### config.mk
export PLATFORM = sky130hd
export DESIGN_NAME = serial_add_ctrl
export DESIGN_NICKNAME = d
export VERILOG_FILES = /design/src/rtl/serial_add_ctrl.sv
export SDC_FILE = /design/constraint.sdc
export NUM_CORES = 1
export LEC_CHECK = 0
export CORE_MARGIN = 3
export CORE_UTILIZATION = 54
export CTS_BUF_LIST = sky130_fd_sc_hd__clkbuf_4 sky130_fd_sc_hd__clkbuf_8 sky130_fd_sc_hd__clkbuf_16
export DETAILED_ROUTE_END_ITERATION = 7
export PLACE_DENSITY = 0.83
export SETUP_SLACK_MARGIN = 0.1
export SKIP_CTS_REPAIR_TIMING = 1
export SLEW_MARGIN = 20
export SYNTH_ARGS = -nofsm -noshare
export SYNTH_HDL_FRONTEND = slang
export SYNTH_SLANG_ARGS = --single-unit
export TNS_END_PERCENT = 30
### constraint.sdc
create_clock -name clk -period 2.5 [get_ports clk]
set_clock_uncertainty 0.05 [all_clocks]
set_input_delay 0.75 -clock clk [delete_from_list [all_inputs] [get_ports clk]]
set_output_delay 0.75 -clock clk [all_outputs]
set_load 0.1 [all_outputs]
### src/rtl/serial_add_ctrl.sv
// Bit-serial addition sequencer: time-shares one external full-adder cell,
// feeding it one operand bit pair per cycle LSB first and collecting the sum.
module serial_add_ctrl #(
    parameter int WIDTH = 8,
    parameter int CW    = 6
) (
    input  logic             clk,
    input  logic             rst,
    input  logic             start,
    input  logic [WIDTH-1:0] a,
    input  logic [WIDTH-1:0] b,
    input  logic             cin,
    output logic             busy,
    output logic             done,
    output logic [WIDTH-1:0] sum,
    output logic             cout,
    output logic             fa_e1,
    output logic             fa_e2,
    output logic             fa_cin,
    input  logic             fa_sum,
    input  logic             fa_cout
);

    typedef enum logic [1:0] {
        IDLE = 2'd0,
        RUN  = 2'd1,
        DONE = 2'd2
    } state_t;

    localparam logic [CW-1:0] LAST_CNT = CW'(WIDTH - 1);

    state_t           state_r;
    state_t           state_nxt_s;
    logic             busy_r;
    logic             done_r;
    logic [WIDTH-1:0] a_sh_r;
    logic [WIDTH-1:0] b_sh_r;
    logic [WIDTH-1:0] sum_sh_r;
    logic [WIDTH-1:0] sum_r;
    logic             cout_r;
    logic             carry_r;
    logic [CW-1:0]    cnt_r;
    logic             load_s;
    logic             shift_s;
    logic             last_s;
    logic [WIDTH:0]   sum_cat_s;
    logic [WIDTH-1:0] sum_sh_nxt_s;

    // New sum bit enters at the MSB; built via concatenation so WIDTH=1 works.
    assign sum_cat_s    = {fa_sum, sum_sh_r};
    assign sum_sh_nxt_s = sum_cat_s[WIDTH:1];
    assign last_s       = (cnt_r == LAST_CNT);

    assign busy   = busy_r;
    assign done   = done_r;
    assign sum    = sum_r;
    assign cout   = cout_r;
    assign fa_e1  = busy_r & a_sh_r[0];
    assign fa_e2  = busy_r & b_sh_r[0];
    assign fa_cin = busy_r & carry_r;

    // Next-state and datapath control decode.
    always_comb begin
        state_nxt_s = state_r;
        load_s      = 1'b0;
        shift_s     = 1'b0;
        case (state_r)
            IDLE: begin
                if (start) begin
                    state_nxt_s = RUN;
                    load_s      = 1'b1;
                end else begin
                    state_nxt_s = IDLE;
                end
            end
            RUN: begin
                shift_s = 1'b1;
                if (last_s) begin
                    state_nxt_s = DONE;
                end else begin
                    state_nxt_s = RUN;
                end
            end
            DONE: begin
                if (start) begin
                    state_nxt_s = RUN;
                    load_s      = 1'b1;
                end else begin
                    state_nxt_s = IDLE;
                end
            end
            default: begin
                state_nxt_s = IDLE;
            end
        endcase
    end

    // State register with busy/done registered from the next state.
    always_ff @(posedge clk or posedge rst) begin
        if (rst) begin
            state_r <= IDLE;
            busy_r  <= 1'b0;
            done_r  <= 1'b0;
        end else begin
            state_r <= state_nxt_s;
            busy_r  <= (state_nxt_s == RUN);
            done_r  <= (state_nxt_s == DONE);
        end
    end

    // Operand shifters, carry, bit counter and result registers.
    always_ff @(posedge clk or posedge rst) begin
        if (rst) begin
            a_sh_r   <= {WIDTH{1'b0}};
            b_sh_r   <= {WIDTH{1'b0}};
            sum_sh_r <= {WIDTH{1'b0}};
            carry_r  <= 1'b0;
            cnt_r    <= {CW{1'b0}};
            sum_r    <= {WIDTH{1'b0}};
            cout_r   <= 1'b0;
        end else if (load_s) begin
            a_sh_r   <= a;
            b_sh_r   <= b;
            sum_sh_r <= {WIDTH{1'b0}};
            carry_r  <= cin;
            cnt_r    <= {CW{1'b0}};
        end else if (shift_s) begin
            a_sh_r   <= a_sh_r >> 1'b1;
            b_sh_r   <= b_sh_r >> 1'b1;
            sum_sh_r <= sum_sh_nxt_s;
            carry_r  <= fa_cout;
            cnt_r    <= cnt_r + CW'(1);
            if (last_s) begin
                sum_r  <= sum_sh_nxt_s;
                cout_r <= fa_cout;
            end
        end
    end

endmodule
Word level (Yosys, flattened, before mapping)
Index checks and enable logic that the tools add are counted.
{ "op_classes": {"bitwise_logic": 4, "addsub": 1, "reduce_logical": 4, "muxes": 16, "n_eq_ne": 5} }
{ "op_table": {"columns": ["op", "n"], "rows": [
  ["$mux 8", 6],
  ["$mux 6", 2],
  ["$add 6x1->6 const B", 1],
  ["$eq 6x3->1 const B", 1],
  ["$mux 1", 6],
  ["$eq 2x1->1 const B", 2],
  ["$eq 2x2->1 const B", 2],
  ["$pmux 2 s2", 1],
  ["$and 1x1->1", 3],
  ["$reduce_and 3->1", 1],
  ["$logic_not 2->1", 1],
  ["$mux 2", 1],
  ["$reduce_bool 2->1", 1],
  ["$reduce_or 2->1", 1],
  ["$not 1->1", 1]
]} }
{ "word_totals": {"elab_cells": 40, "inputBits": 22, "register_bits": 44, "output_inout_bits": 14} }

Depth between registers and ports, before layout
{ "depth": {"ltp_word": 5, "mapped_depth": 5} }

Worst setup path after synthesis
Ideal clock, no wire load.
{ "synth_path": {"path_kind": "register to output", "from": "register busy_r (netlist: busy)", "to": "output fa_cin", "required_time_ps": 1700, "t_arrival_ps": 1781, "path_slack_ps": -81, "stages_incl_launch_ff": 2, "path_cell_list": "dfrtp_1 -> and2_1"} }
{ "synth_via": {"elab_chain_cells": 1} }
{ "synth_lines": {"columns": ["item", "line", "rtl"], "rows": [
  ["from (decl)", "34", "logic busy_r;"],
  ["from (signal assigned)", "106", "busy_r <= (state_nxt_s == RUN);"],
  ["$and 1x1->1", "60", "assign fa_cin = busy_r & carry_r;"],
  ["to (decl)", "19", "output logic fa_cin,"]
]} }
Every way passes these cells.

Worst setup path in the final report
{ "layout_path": {"from": "input start", "to": "register cnt_r[0]"} }
{ "layout_via": {"elab_chain_cells": 3} }
{ "layout_lines": {"columns": ["item", "line", "rtl"], "rows": [
  ["from (decl)", "9", "input logic start,"],
  ["$mux 1 (*)", "69, 85", null],
  ["$mux 1 (*)", null, null],
  ["$mux 6 / $reduce_bool 2->1 (equally long branches)", null, null],
  ["to (signal assigned)", "118", "cnt_r <= {CW{1'b0}};"],
  ["to (signal assigned)", "126", "cnt_r <= {CW{1'b0}};"],
  ["to (signal assigned)", "132", "cnt_r <= cnt_r + CW'(1);"],
  ["to (decl)", "42", "logic [CW-1:0] cnt_r;"]
]} }
Mark *: on every way between the ends. The rest lies on a longest branch, timed or not.
A chain may end at the register's enable or synchronous reset.

==> flow_summary.yaml <==
global_route:
  grt_pass1_vias: 1195
  grt_max_degree: 44
  grt.overflow.total: 0
  grt_pass1_wl_um: 5699
  track_usage_pct: 18.51
  gr-usage-met3_pct: 7.733
  use_met2_pct: 29.55
  met1_usage_pct: 22.99
  antenna_found_initial: 0
  grt.busiest_layer: "met2"
routing:
  routed_via_density: 5.507
  vias: 1162
  ant_nets: 0
  avgRoutedWirePerCell_um: 16.58
  route.detailed.drc: 0
  drt-total-wl_um: 3498
  drtIter0Drc: 34
  dr.pass1.iters: 4
cells_and_area:
  insertedDiodeCount: 0
  syn2layout_area_growth_pct: 21.05
  most-common-layout-cells: "dfrtp_1 (43), a22o_1 (26), clkdlybuf4s50_1 (21), buf_4 (17), a21o_1 (16)"
  drive_gt1_share_pct: 23.35
  final_net_count: 190
  final_common_cell: "dfrtp_1"
floorplanning:
  initial_core_util_pct: 58.06
  die_h_um: 64.22
  die_area_mm2: 0.004124
  fp.coreArea_mm2: 0.003153
  num_io_pins: 36
  rows: 20
  die_w_um: 64.22
run_status:
  status: "completed"
sta:
  post-route-period-util_pct: 87.72
  finalCriticalPeriod_ps: 2193
  rsz0062_at_grt: "false"
  drv_slew: 0
  finalHoldViolations: 0
  setup_viol: 0
  setup_ws_ps: 307.1
  max_freq_mhz: 456.0
  relSlewSlack_pct: 32.93
  worstMarginPinSlew_ps: 1005
clocking:
  cts_tree: "built"
  clock_sinks: 43
  h-tree-depth: 2
  path_clk_slew_ps: 120
  cts_root_buffer: "clkbuf_4"
  clock_latency_ps: 350
  clk_path_buf_depth: 2
  cts_buffers: 5
logic_synthesis:
  ys_seq_elements: 43
  syn_avg_cell_area_um2: 13.97
  ys_types: 26
  netlist_instances: 131
  synth_seq_area_share_pct: 58.78
  synth_fp_nets: 154
  syn_area_mm2: 0.001831
  ys_warn_count: 0
worst_setup_path:
  crit_fanout: 26
  crit_type: "primary input to register"
  critPathLaunchType: "primary input"
  critPathCaptureType: "register"
  cp_data_arrival_time_ps: 2430
  worst_ep_required_time_ps: 2740
placed_design:
  portBuffers: 35
  place_ws_ps: -66.96
  gp_congestion: 0.6995
  hpwl_um: 2339
worst_hold_path:
  worstHoldPathType: "register to register"
run:
  max_cap_viol_count: 0
## state kept, by name, indices dropped and copies added (netlist names)
register and flops:
b_sh_r 8, sum 8, cout 1, busy 1, carry_r 1, state_r 2, done 1, sum_sh_r 7
a_sh_r 8, cnt_r 6
## cell usage after synthesis
cell type | instances | area (um^2)
nor3_2 | 1 | 10.01
mux2i_1 | 4 | 40.04
ha_1 | 1 | 12.51
and3_1 | 1 | 6.260
and4_4 | 1 | 11.26
nor2_2 | 1 | 6.260
o21ai_0 | 1 | 5.000
a22o_1 | 26 | 227.7
and2_1 | 3 | 18.77
nand2b_1 | 1 | 6.260
xnor2_1 | 1 | 8.760
a21o_1 | 16 | 120.1
nor2b_1 | 2 | 12.51
nor2b_4 | 1 | 13.76
and4_1 | 1 | 8.760
inv_1 | 1 | 3.750
nand2_1 | 4 | 15.01
buf_2 | 6 | 30.03
mux2_4 | 9 | 135.1
buf_12 | 1 | 20.02
clkbuf_1 | 1 | 3.750
nand3_1 | 2 | 10.01
mux2_2 | 1 | 11.26
buf_6 | 1 | 11.26
dfrtp_1 | 43 | 1076
nand4_1 | 1 | 6.260
## per-layer routing
metal	vias up	routed length [um]	part of all wire, %
met4	0	35	1.0
met2	28	1765	50
met3	4	188	5.4
met5	-	0	0
li1	552	-	-
met1	578	1508	43
## critical path, stage by stage
cell             delay (ps)
clkdlybuf4s50_1         430
nor2b_1                 160
nor2_2                  780
mux2_2                  310
## through the flow
step                std cells  setup TNS (ps)  hold WS (ps)  util (%)  area (um^2)
floorplan                 131          -162.7         390.7         -         1832
global placement          204               0         401.5     68.49         2160
detailed placement        204          -119.2         411.7     68.49         2160
CTS                       211               0         439.0     70.28         2216
global route              211               0         454.5     70.28         2216
finish                    211               0         436.2     70.28         2216
## logic make-up after synthesis
kind of cell	Yosys count	synth area share [%]
and+or+nand+nor	19	6.836
xor gates and xnor gates	1	0.4786
muxes	14	10.18
DFF	43	58.78
adders and majority gates	1	0.6834
buffers and inverters	10	3.759
AOI/OAI and AO/OA	43	19.28
## final cells by class
cell class              count  area [um^2]
flip-flops and latches     43         1076
repair buffers             38        337.8
fillers                   238        937.1
clock inverters             1        5.005
multi-input cells          78        686.9
inverters                   1        3.754
clock buffers               6        51.30
well taps                  44        55.05
## final timing paths
| check | start | end | slack [ps] | depth (start not counted) |
|---|---|---|---|---|
| min in group asynchronous | rst | a_sh_r[4]$_DFFE_PP0P_ | 790 | 3 |
| worst min register to register | a_sh_r[0]$_DFFE_PP0P_ | a_sh_r[0]$_DFFE_PP0P_ | 440 | 1 |
| worst min-delay path | a_sh_r[0]$_DFFE_PP0P_ | a_sh_r[0]$_DFFE_PP0P_ | 440 | 1 |
| worst max-delay path | start | cnt_r[0]$_DFFE_PP0P_ | 310 | 4 |
| worst max register to register | state_r[0]$_DFF_PP0_ | cnt_r[0]$_DFFE_PP0P_ | 740 | 3 |
| max in group asynchronous | rst | sum[0]$_DFFE_PP0P_ | 1250 | 3 |
Power is not shown: default switching activity piles up to over one toggle a cycle in this logic, so the estimate is an artifact.
